### config.mk
export PLATFORM = sky130hd
export DESIGN_NAME = dir_input_conditioner
export DESIGN_NICKNAME = d
export VERILOG_FILES = /design/src/rtl/dir_input_conditioner.sv
export SDC_FILE = /design/constraint.sdc
export NUM_CORES = 1
export LEC_CHECK = 0
export ABC_AREA = 1
export CORE_MARGIN = 3
export CORE_UTILIZATION = 50
export CTS_CLUSTER_DIAMETER = 30
export CTS_CLUSTER_SIZE = 12
export DETAILED_ROUTE_END_ITERATION = 12
export PLACE_DENSITY = 0.72
export SLEW_MARGIN = 20
export SYNTH_ARGS = -nofsm -noshare
export SYNTH_HDL_FRONTEND = slang
export SYNTH_SLANG_ARGS = --single-unit
export TNS_END_PERCENT = 100
### constraint.sdc
create_clock -name clk -period 1.5 [get_ports clk]
set_clock_uncertainty 0.05 [all_clocks]
set_input_delay 0.15 -clock clk [delete_from_list [all_inputs] [get_ports clk]]
set_output_delay 0.15 -clock clk [all_outputs]
set_load 0.02 [all_outputs]
### src/rtl/dir_input_conditioner.sv
// Direction-button front end: two-flop synchronisers, stable-level debounce and a
// press/release FSM that turns one clean press into one registered move pulse.
module dir_input_conditioner #(
    parameter int unsigned DB_CYCLES = 16,
    parameter int unsigned CNT_W     = 5
) (
    input  logic       clk,
    input  logic       reset,
    input  logic       btn_n,
    input  logic       btn_s,
    input  logic       btn_e,
    input  logic       btn_w,
    output logic       n,
    output logic       s,
    output logic       e,
    output logic       w,
    output logic       busy,
    output logic       jam,
    output logic [7:0] moves
);

    localparam logic [1:0] ST_IDLE   = 2'd0;
    localparam logic [1:0] ST_HELD   = 2'd1;
    localparam logic [1:0] ST_JAMMED = 2'd2;

    localparam logic [CNT_W-1:0] CNT_LAST = CNT_W'(DB_CYCLES - 1);

    // Bit order everywhere: [0]=n, [1]=s, [2]=e, [3]=w.
    logic [3:0]       raw;
    logic [3:0]       sync1_q;
    logic [3:0]       sync2_q;
    logic [3:0]       db_q;
    logic [CNT_W-1:0] cnt_q [4];

    logic [1:0]       state_q;
    logic [1:0]       state_d;
    logic [3:0]       pulse_q;
    logic [3:0]       pulse_d;
    logic [7:0]       moves_q;
    logic [7:0]       moves_d;
    logic             db_none;
    logic             db_one;

    assign raw = {btn_w, btn_e, btn_s, btn_n};

    always_ff @(posedge clk or negedge reset) begin
        if (!reset) begin
            sync1_q <= '0;
            sync2_q <= '0;
            db_q    <= '0;
            for (int i = 0; i < 4; i++) begin
                cnt_q[i] <= '0;
            end
        end else begin
            sync1_q <= raw;
            sync2_q <= sync1_q;
            for (int i = 0; i < 4; i++) begin
                // db only moves after DB_CYCLES consecutive mismatching samples
                if (sync2_q[i] == db_q[i]) begin
                    cnt_q[i] <= '0;
                end else if (cnt_q[i] == CNT_LAST) begin
                    db_q[i]  <= sync2_q[i];
                    cnt_q[i] <= '0;
                end else begin
                    cnt_q[i] <= cnt_q[i] + CNT_W'(1);
                end
            end
        end
    end

    assign db_none = (db_q == 4'b0000);
    assign db_one  = !db_none && ((db_q & (db_q - 4'd1)) == 4'b0000);

    always_comb begin
        state_d = state_q;
        pulse_d = 4'b0000;
        moves_d = moves_q;
        case (state_q)
            ST_IDLE: begin
                if (db_one) begin
                    pulse_d = db_q;
                    moves_d = moves_q + 8'd1;
                    state_d = ST_HELD;
                end else if (!db_none) begin
                    state_d = ST_JAMMED;
                end
            end
            ST_HELD, ST_JAMMED: begin
                if (db_none) begin
                    state_d = ST_IDLE;
                end
            end
            default: state_d = ST_IDLE;
        endcase
    end

    always_ff @(posedge clk or negedge reset) begin
        if (!reset) begin
            state_q <= ST_IDLE;
            pulse_q <= 4'b0000;
            moves_q <= 8'd0;
        end else begin
            state_q <= state_d;
            pulse_q <= pulse_d;
            moves_q <= moves_d;
        end
    end

    assign n     = pulse_q[0];
    assign s     = pulse_q[1];
    assign e     = pulse_q[2];
    assign w     = pulse_q[3];
    assign busy  = (state_q != ST_IDLE);
    assign jam   = (state_q == ST_JAMMED);
    assign moves = moves_q;

endmodule

==> results.json <==
{
  "multi_input_area_um2": 742.0,
  "clock_latency_ns": 0.29,
  "hpwl_mm": 2.365,
  "hold_class": "in2reg",
  "cts_buffers": 5,
  "cts_max_level": 2,
  "vdd_ir_drop_max_uv": 468.2,
  "syn_area_um2": 1991,
  "report.final.hold_viol_count": 0,
  "drv_slew": 0,
  "end_kind": "primary output",
  "yosys-top-cells-count": "nand2_1, dfrtp_1, nor2_1",
  "rsz0062_at_grt": "false",
  "yosys.cell_count.top_type": "nand2_1",
  "finalSetupViolations": 0,
  "yosysSeqAreaShare_pct": 57.83,
  "path_max_fanout": 2,
  "dr.pass1.iters": 4,
  "min_period_ns": 1.473,
  "pin_count": 20,
  "cts.reportedPaths.clkPinSlew_ns": 0.08,
  "path_class": "reg2out",
  "yosys_warnings": 0,
  "synth_edf_count": 0,
  "worst_slack_ns": 0.02656,
  "finalCritPeriodShare_pct": 98.23,
  "leakagePower_nw": 1.157,
  "ant_nets": 0,
  "required_ns": 1.30,
  "gp_congestion": 0.7360,
  "drive_gt1_share_pct": 7.377,
  "worst_pin_slew_ns": 0.2978,
  "clk_path_buf_depth": 2,
  "nets": 257,
  "fin_tns_setup_ns": 0,
  "cts_tree": "done",
  "antennaDiodeCount": 0,
  "dr_total_vias": 1367,
  "synth_top_cell_by_area": "dfrtp_1",
  "dpl_cell_area_um2": 2260,
  "path_cells": "clkdlybuf4s50_1",
  "routed_wl_mm": 3.233,
  "status": "complete, no violations",
  "drv_cap": 0,
  "design_area_um2": 2331,
  "synth-seq-cells": 46,
  "synth_top_flop_cell": "dfrtp_1",
  "coreArea_um2": 3744,
  "grt_max_degree": 47,
  "crit_arrival_ns": 1.27,
  "initial_core_util_pct": 53.18,
  "cts-root-buf": "clkbuf_8",
  "place_ws_ns": 0.04437,
  "synth.top_cell.area_share_pct": 57.83,
  "die_x_um": 69.10,
  "antenna_found_initial": 0,
  "synth_fp_nets": 228,
  "synth_async_sr_flop_share_pct": 100.0,
  "cts.sinks": 46,
  "synthTopCellsByArea": "dfrtp_1, nand2_1, nor2_1",
  "floorplan.rows": 22,
  "powerDensity_nw_per_um2": 911.3,
  "synth_area_per_cell_um2": 9.259,
  "slew_headroom_pct": 80.00,
  "drt_iter0_drc": 58,
  "slowest_stage": "clkdlybuf4s50_1",
  "grt_pass1_vias": 1338,
  "vias_per_cell": 4.682,
  "drc": 0,
  "critPathTopFamily": "buffers and inverters",
  "syn_inst": 215,
  "synth_cell_types": 20,
  "die-area_um2": 4774,
  "start_kind": "flip-flop",
  "wl_per_cell_um": 11.07,
  "die_height_um": 69.10,
  "cp_num_buf_inv": 1,
  "synthToLayoutAreaGrowth_pct": 17.10,
  "regArea_um2": 1151,
  "grt_pass1_wl_mm": 5.782,
  "fmax_mhz": 678.7,
  "slowest_delay_ns": 0.62,
  "fillers": 346,
  "portBuffers": 19,
  "overflow": 0,
  "grt_usage_pct": 15.20
}
-- path summary, 6_finish.rpt --
check | cells after the start | start | to | slack, ns
worst max-delay path | 1 | moves[2] | moves[2] | 0.03
worst min register to register | 0 | sync1_q[3] | sync2_q[3] | 0.31
worst min-delay path | 1 | btn_n | sync1_q[0] | 0.24
worst max register to register | 8 | state_q[0] | moves[7] | 0.15
max in group asynchronous | 3 | reset | cnt_q[18] | 0.88
min in group asynchronous | 3 | reset | cnt_q[13] | 0.31
-- metrics by stage --
step	total power [mW]	std cells	util, %	hold slack [ns]
after global routing	2.236	292	62.27	0.2451
after floorplan	1.399	215	-	-0.1956
after global placement	1.467	284	60.36	0.09931
after detailed placement	1.471	284	60.36	0.1002
after CTS	2.163	292	62.40	0.2365
final	2.124	292	62.27	0.2443
-- worst register-to-register path: cells and delay by family, from the launching register on --
kind	cells	cell delay, ns
buffers and inverters	3	0.25
adders and majority gates	1	0.20
and+or+nand+nor	4	0.45
DFF	1	0.35
-- cell type report --
type                            instances  share of cell area [%]
Multi-Input combinational cell        145                   31.83
Tap cell                               48                   2.576
Clock buffer                            7                   3.274
Inverter                               23                   3.704
Timing Repair Buffer                   23                   9.232
Sequential cell                        46                   49.38
-- layout by cell type (no fill, tap or decap), types with 4 or more instances in the layout --
cell             synthesis  routed
nand2_1                 59      59
dfrtp_1                 46      46
nor2_1                  32      32
inv_1                   22      22
nand3_1                 12      12
clkdlybuf4s50_1          0       9
dlygate4sd2_1            0       8
ha_1                     7       7
xnor2_1                  6       6
xor2_1                   5       5
clkbuf_8                 0       5
nand2b_1                 4       4
nor3b_1                  4       4
nor3_1                   4       4
a21oi_1                  4       4
-- registers in the layout (all words and copies together), names as in the netlist --
signal / cells
pulse_q: 4
db_q: 4
state_q: 2
cnt_q: 20
sync2_q: 4
moves: 8
sync1_q: 4
-- cells by family (layout without fill, tap and decap cells) --
group	count (synthesis)	in the layout	synth area share [%]
AND/OR/NAND/NOR	121	121	26.34
flip-flops	46	46	57.83
XOR/XNOR	11	11	4.840
buffers and inverters	24	53	4.902
AO/OA/AOI/OAI	6	6	1.697
adder cells (fa/ha/maj)	7	7	4.400
-- routing by layer --
metal  GRT usage, %  part of all wire [%]
met1          19.05                    49
met2          24.68                    46
met3          3.644                   3.2
met4          7.158                   1.8
met5              0                     0
-- what timing repair did --
item	in CTS	in global routing
gates resized for setup	10	1
endpoints found under the setup margin	9	1
buffers inserted	0	0
pin swaps	0	0
hold buffers	1	0
hold endpoints to repair	46	0
-- where the power goes --
| part | leakage [nW] | switching (mW) | total [mW] | internal [mW] |
|---|---|---|---|---|
| clock | 0.0383 | 0.363 | 0.684 | 0.321 |
| sequential | 0.614 | 0.0323 | 1.31 | 1.28 |
| combinational | 0.505 | 0.0725 | 0.127 | 0.0548 |
| total | 1.16 | 0.467 | 2.12 | 1.66 |
No activity file was read; power rests on OpenSTA's default activity.
==> RTL change 1: new RTL, same flow settings <==
Register the output `e`, cleared by the reset; this adds one clock of latency there. The other outputs are not delayed to match.
--- a/src/rtl/dir_input_conditioner.sv
+++ b/src/rtl/dir_input_conditioner.sv
@@ -110,3 +110,9 @@
     assign s     = pulse_q[1];
-    assign e     = pulse_q[2];
+    always_ff @(posedge clk or negedge reset) begin
+        if (!reset) begin
+            e <= '0;
+        end else begin
+            e <= pulse_q[2];
+        end
+    end
     assign w     = pulse_q[3];
Check against the original RTL: no difference found for any inputs over 10 cycles, from zero or initial values and one cycle with reset low; that may be too few to reach the edited logic, so the function may still have changed.
==> RTL change 1 against the unedited design <==
- combinational power barely moved
- area after synthesis rose by 1.3%
- global-route usage fell by 0.19 points
- wire length fell by 2.3%
- worst setup slack improved by 0.034 ns
- power rose by 11%
- cell area rose by 1.9%
- critical path type unchanged
- sequential share of layout area rose by 0.14 points
- via count rose by 1.3%
- sequential cell count rose by 1
==> RTL change 1: results (changes against the unedited design) <==
RD Place Congestion=0.765 (+4.0%); flop and latch count out of synthesis=47 (+2.2%); total of fill cells in the finished design=321 (-7.2%); area added between synthesis and finish=17.8%; estimated wirelength of the detail-placed design=2.27 mm (-4.1%); ANT cells=0 (unchanged); peak supply drop=0.598 mV (+28%); Cell Area, Placed=2280 sq um (+0.77%); Crit path arrival time=1.24 ns (-0.03 ns); Worst R2R End=moves[5]; CTS H-Tree Depth=2 (unchanged); run status=completed; number of instances in the synthesized netlist=216 (+0.47%); area fraction of clock buffers and clock inverters=4.32% (+1.0 points); fraction of area in non-clock buffers=8.75% (-0.49 points); final worst slack=0.0609 ns (+0.0344 ns); Critical-path top delay cell=sky130_fd_sc_hd__clkdlybuf4s50_1; pre-CTS setup slack=0.0171 ns (-0.0273 ns); portion of the post-synthesis area used by sequential elements=58.3% (+0.52 points); Final #Nets=257 (unchanged); share of cell area taken by flip-flops and latches=49.5% (+0.14 points); clock buffer count=6 (-1); combined global-route utilization of all metal layers=15.0% (-0.19 points); Worst path max stage delay=0.60 ns (-0.02 ns); maximum number of pins on one net before global-route repair=48 (+2.1%); peak fanout along the critical path=1 (-1); first-pass GRT wire length=5.80 mm (+0.35%); syn nets=229 (+0.44%); number of DRC markers in iteration 0=79 (+36%); multi-input gate share of the layout cell area=31.2% (-0.59 points); via count=1385 (+1.3%); leading cell types by count after synthesis=sky130_fd_sc_hd__nand2_1, sky130_fd_sc_hd__dfrtp_1, sky130_fd_sc_hd__nor2_1; destination of the critical timing path=s; cell types with the largest area share after synthesis=sky130_fd_sc_hd__dfrtp_1, sky130_fd_sc_hd__nand2_1, sky130_fd_sc_hd__nor2_1, sky130_fd_sc_hd__ha_1, sky130_fd_sc_hd__inv_1; number of buffers other than clock buffers in the final layout=22 (-4.3%); leakage dissipation=1.18 nW (+2.0%); TritonRoute pass-1 iters=4 (unchanged); Max-Slew Margin vs Limit=78.8% (-1.2 points); Setup crit start=pulse_q[1]; post-detailed-routing wire length=3.16 mm (-2.3%); via density per instance=4.74 (+1.3%)
RTL change 1: cell types whose count changed after synthesis, sizes merged:
cell   delta
dfrtp     +1
RTL change 1: kinds of logic after synthesis:
family | share of synthesized area (%)
AO/OA/AOI/OAI | 1.68
adder cells (fa/ha/maj) | 4.34
AND/OR/NAND/NOR | 26.0
XOR/XNOR | 4.78
buffers and inverters | 4.84
flip-flops | 58.3
RTL change 1: what timing repair did:
action                     4_1_cts  5_1_grt
setup endpoints to repair       10        2
setup buffers                    0        0
hold endpoints to repair        47        0
hold buffers                     1        0
resized for setup               12        2
RTL change 1: power breakdown:
| part | total [W] | internal [W] | leakage (nW) | switching, W |
|---|---|---|---|---|
| Sequential | 0.00134 | 0.00131 | 0.628 | 0.0000324 |
| Clock | 0.000883 | 0.000488 | 0.0513 | 0.000395 |
| Combinational | 0.000127 | 0.0000548 | 0.502 | 0.0000726 |
| Total | 0.00235 | 0.00185 | 1.18 | 0.000500 |
RTL change 1: worst min path at each step:
| stage | startpoint | to | slack [ns] | depth (start not counted) |
|---|---|---|---|---|
| final | btn_w | sync1_q[3] | 0.23 | 1 |
| after global routing | btn_w | sync1_q[3] | 0.22 | 1 |
| after CTS | btn_n | sync1_q[0] | 0.22 | 1 |
| after detailed placement | reset | cnt_q[8] | 0.1 | 2 |
| after global placement | reset | cnt_q[8] | 0.1 | 2 |
| after floorplan | reset | cnt_q[0] | -0.20 | 0 |
RTL change 1: metal layers:
metal	share of wire [%]	up-vias	global-route usage, %
li1	-	715	-
met1	48	642	18.9
met2	47	23	23.6
met3	4.0	5	5.36
met4	1.5	0	5.86
met5	0	-	0
==> RTL change 2: new RTL, config.mk and constraints unchanged <==
Made on the original files. The parameter `CNT_W` goes from 5 to 10.
--- a/src/rtl/dir_input_conditioner.sv
+++ b/src/rtl/dir_input_conditioner.sv
@@ -4,3 +4,3 @@
     parameter int unsigned DB_CYCLES = 16,
-    parameter int unsigned CNT_W     = 5
+    parameter int unsigned CNT_W     = 10
 ) (
Check against the original RTL: same outputs for any inputs over 10 cycles, from zero or initial values and one cycle with reset low; that may be too few to reach the edited logic, so the function may still have changed.
==> RTL change 2 against the unedited design <==
- cell area is 60% higher
- cell count increased by 75%
- largest cell class unchanged
- wire length increased by 77%
- register-to-register slack got worse by 0.05 ns
- clock power grew 100%
- worst hold slack got worse by 0.039 ns
- area after synthesis is 60% higher
- worst setup slack better by 0.015 ns
- sequential cell count is 20 higher
- highest routed layer unchanged
- combinational power grew 19%
- power grew 59%
- first-iteration DRC count up 110%
==> RTL change 2: results (changes against the unedited design) <==
CTS H-Tree Depth=3 (+1); Final #Nets=445 (+73%); first-pass GRT wire length=10.8 mm (+87%); largest delay contributor family on the critical path=buffers and inverters; via count of the first global-routing pass=2539 (+90%); routed wirelength normalized by instance count=11.2 um (+0.74%); syn nets=405 (+78%); Critical-path top delay cell=sky130_fd_sc_hd__clkdlybuf4s50_1; peak supply drop=0.504 mV (+7.6%); pre-CTS setup slack=0.0410 ns (-0.00332 ns); leading cell types by count after synthesis=sky130_fd_sc_hd__nand2_1, sky130_fd_sc_hd__nor2_1, sky130_fd_sc_hd__dfrtp_1; Cell Area, Placed=3510 sq um (+55%); slew at the pin closest to its max-slew limit=0.441 ns (+0.143 ns); portion of the post-synthesis area used by sequential elements=52.0% (-5.8 points); combined global-route utilization of all metal layers=18.4% (+3.2 points); peak fanout along the critical path=1 (-1); cell types with the largest area share after synthesis=sky130_fd_sc_hd__dfrtp_1, sky130_fd_sc_hd__nand2_1, sky130_fd_sc_hd__nor2_1, sky130_fd_sc_hd__inv_1, sky130_fd_sc_hd__xor2_1; Worst path max stage delay=0.60 ns (-0.02 ns); estimated wirelength of the detail-placed design=4.02 mm (+70%); maximum number of pins on one net before global-route repair=67 (+43%); number of DRC markers in iteration 0=121 (+110%); clock transition at the registers of the reported paths=around 0.07 ns; total of fill cells in the finished design=538 (+55%); fraction of layout cells with a size suffix above 1=9.15% (+1.8 points); run status=completed; DR DRC count=0 (unchanged); via density per instance=4.88 (+4.3%); share of total power consumed by net switching=22.7% (+0.70 points); TritonCTS Buffers=9 (+4); synth unique cells=21 (+5.0%); max reg flops=40 (+100%); clock latency on the worst-skew pair=0.33 ns (+0.04 ns)
RTL change 2: path summary, 6_finish.rpt:
check	end	slack, ns	from	depth (start not counted)
min in group asynchronous	cnt_q[21]	0.30	reset	3
min reg2reg	sync2_q[3]	0.30	sync1_q[3]	0
max reg2reg	cnt_q[34]	0.10	cnt_q[30]	6
max in group asynchronous	cnt_q[31]	0.80	reset	3
min	sync1_q[2]	0.20	btn_e	1
max	n	0.04	pulse_q[0]	1
RTL change 2: what timing repair did:
| action | CTS | global route |
|---|---|---|
| resized for setup | 13 | 13 |
| pin swaps | 0 | 3 |
| setup buffers | 0 | 3 |
| cloned | 0 | 0 |
| endpoints found under the hold margin | 66 | 0 |
| setup endpoints to repair | 10 | 20 |
| hold buffers | 1 | 0 |
RTL change 2: per-stage QoR:
step | power (W) | TNS, ns | cells | util [%]
6_report | 0.00338 | 0 | 512 | 62.0
3_3_place_gp | 0.00202 | 0 | 492 | 58.2
4_1_cts | 0.00341 | 0 | 509 | 61.2
2_1_floorplan | 0.00195 | 0 | 392 | -
5_1_grt | 0.00353 | -0.0256 | 512 | 62.0
3_5_place_dp | 0.00203 | 0 | 492 | 58.2
RTL change 2: per-layer routing:
metal	global-route usage [%]	vias to the layer above	share of wire [%]
met5	0	-	0
met4	7.34	0	1.9
met3	3.55	11	3.0
met2	30.9	31	47
met1	23.5	1170	48
li1	-	1287	-
RTL change 2: layout make-up:
| class | instances | area share [%] |
|---|---|---|
| clock buffers | 14 | 4.62 |
| flip-flops and latches | 66 | 44.2 |
| well taps | 75 | 2.51 |
| inverters | 54 | 5.43 |
| multi-input cells | 271 | 35.8 |
| repair buffers | 30 | 7.17 |
| clock inverters | 2 | 0.268 |
RTL change 2: cell families (layout without fill, tap and decap cells):
family                   Yosys count  count (layout)  share of synthesized area, %
XOR/XNOR                          22              22                          6.07
buffers and inverters             55             100                          6.74
AO/OA/AOI/OAI                     15              15                          2.80
AND/OR/NAND/NOR                  227             227                          29.6
flip-flops                        66              66                          52.0
adder cells (fa/ha/maj)            7               7                          2.76
RTL change 2: power by group through the flow:
stage / registers, W / clock network [W] / logic [W]
floorplan: 0.00188 / 0 / 0.0000645
global placement: 0.00188 / 0 / 0.000140
detailed placement: 0.00189 / 0 / 0.000144
CTS: 0.00185 / 0.00142 / 0.000144
global route: 0.00186 / 0.00149 / 0.000178
finish: 0.00185 / 0.00137 / 0.000151
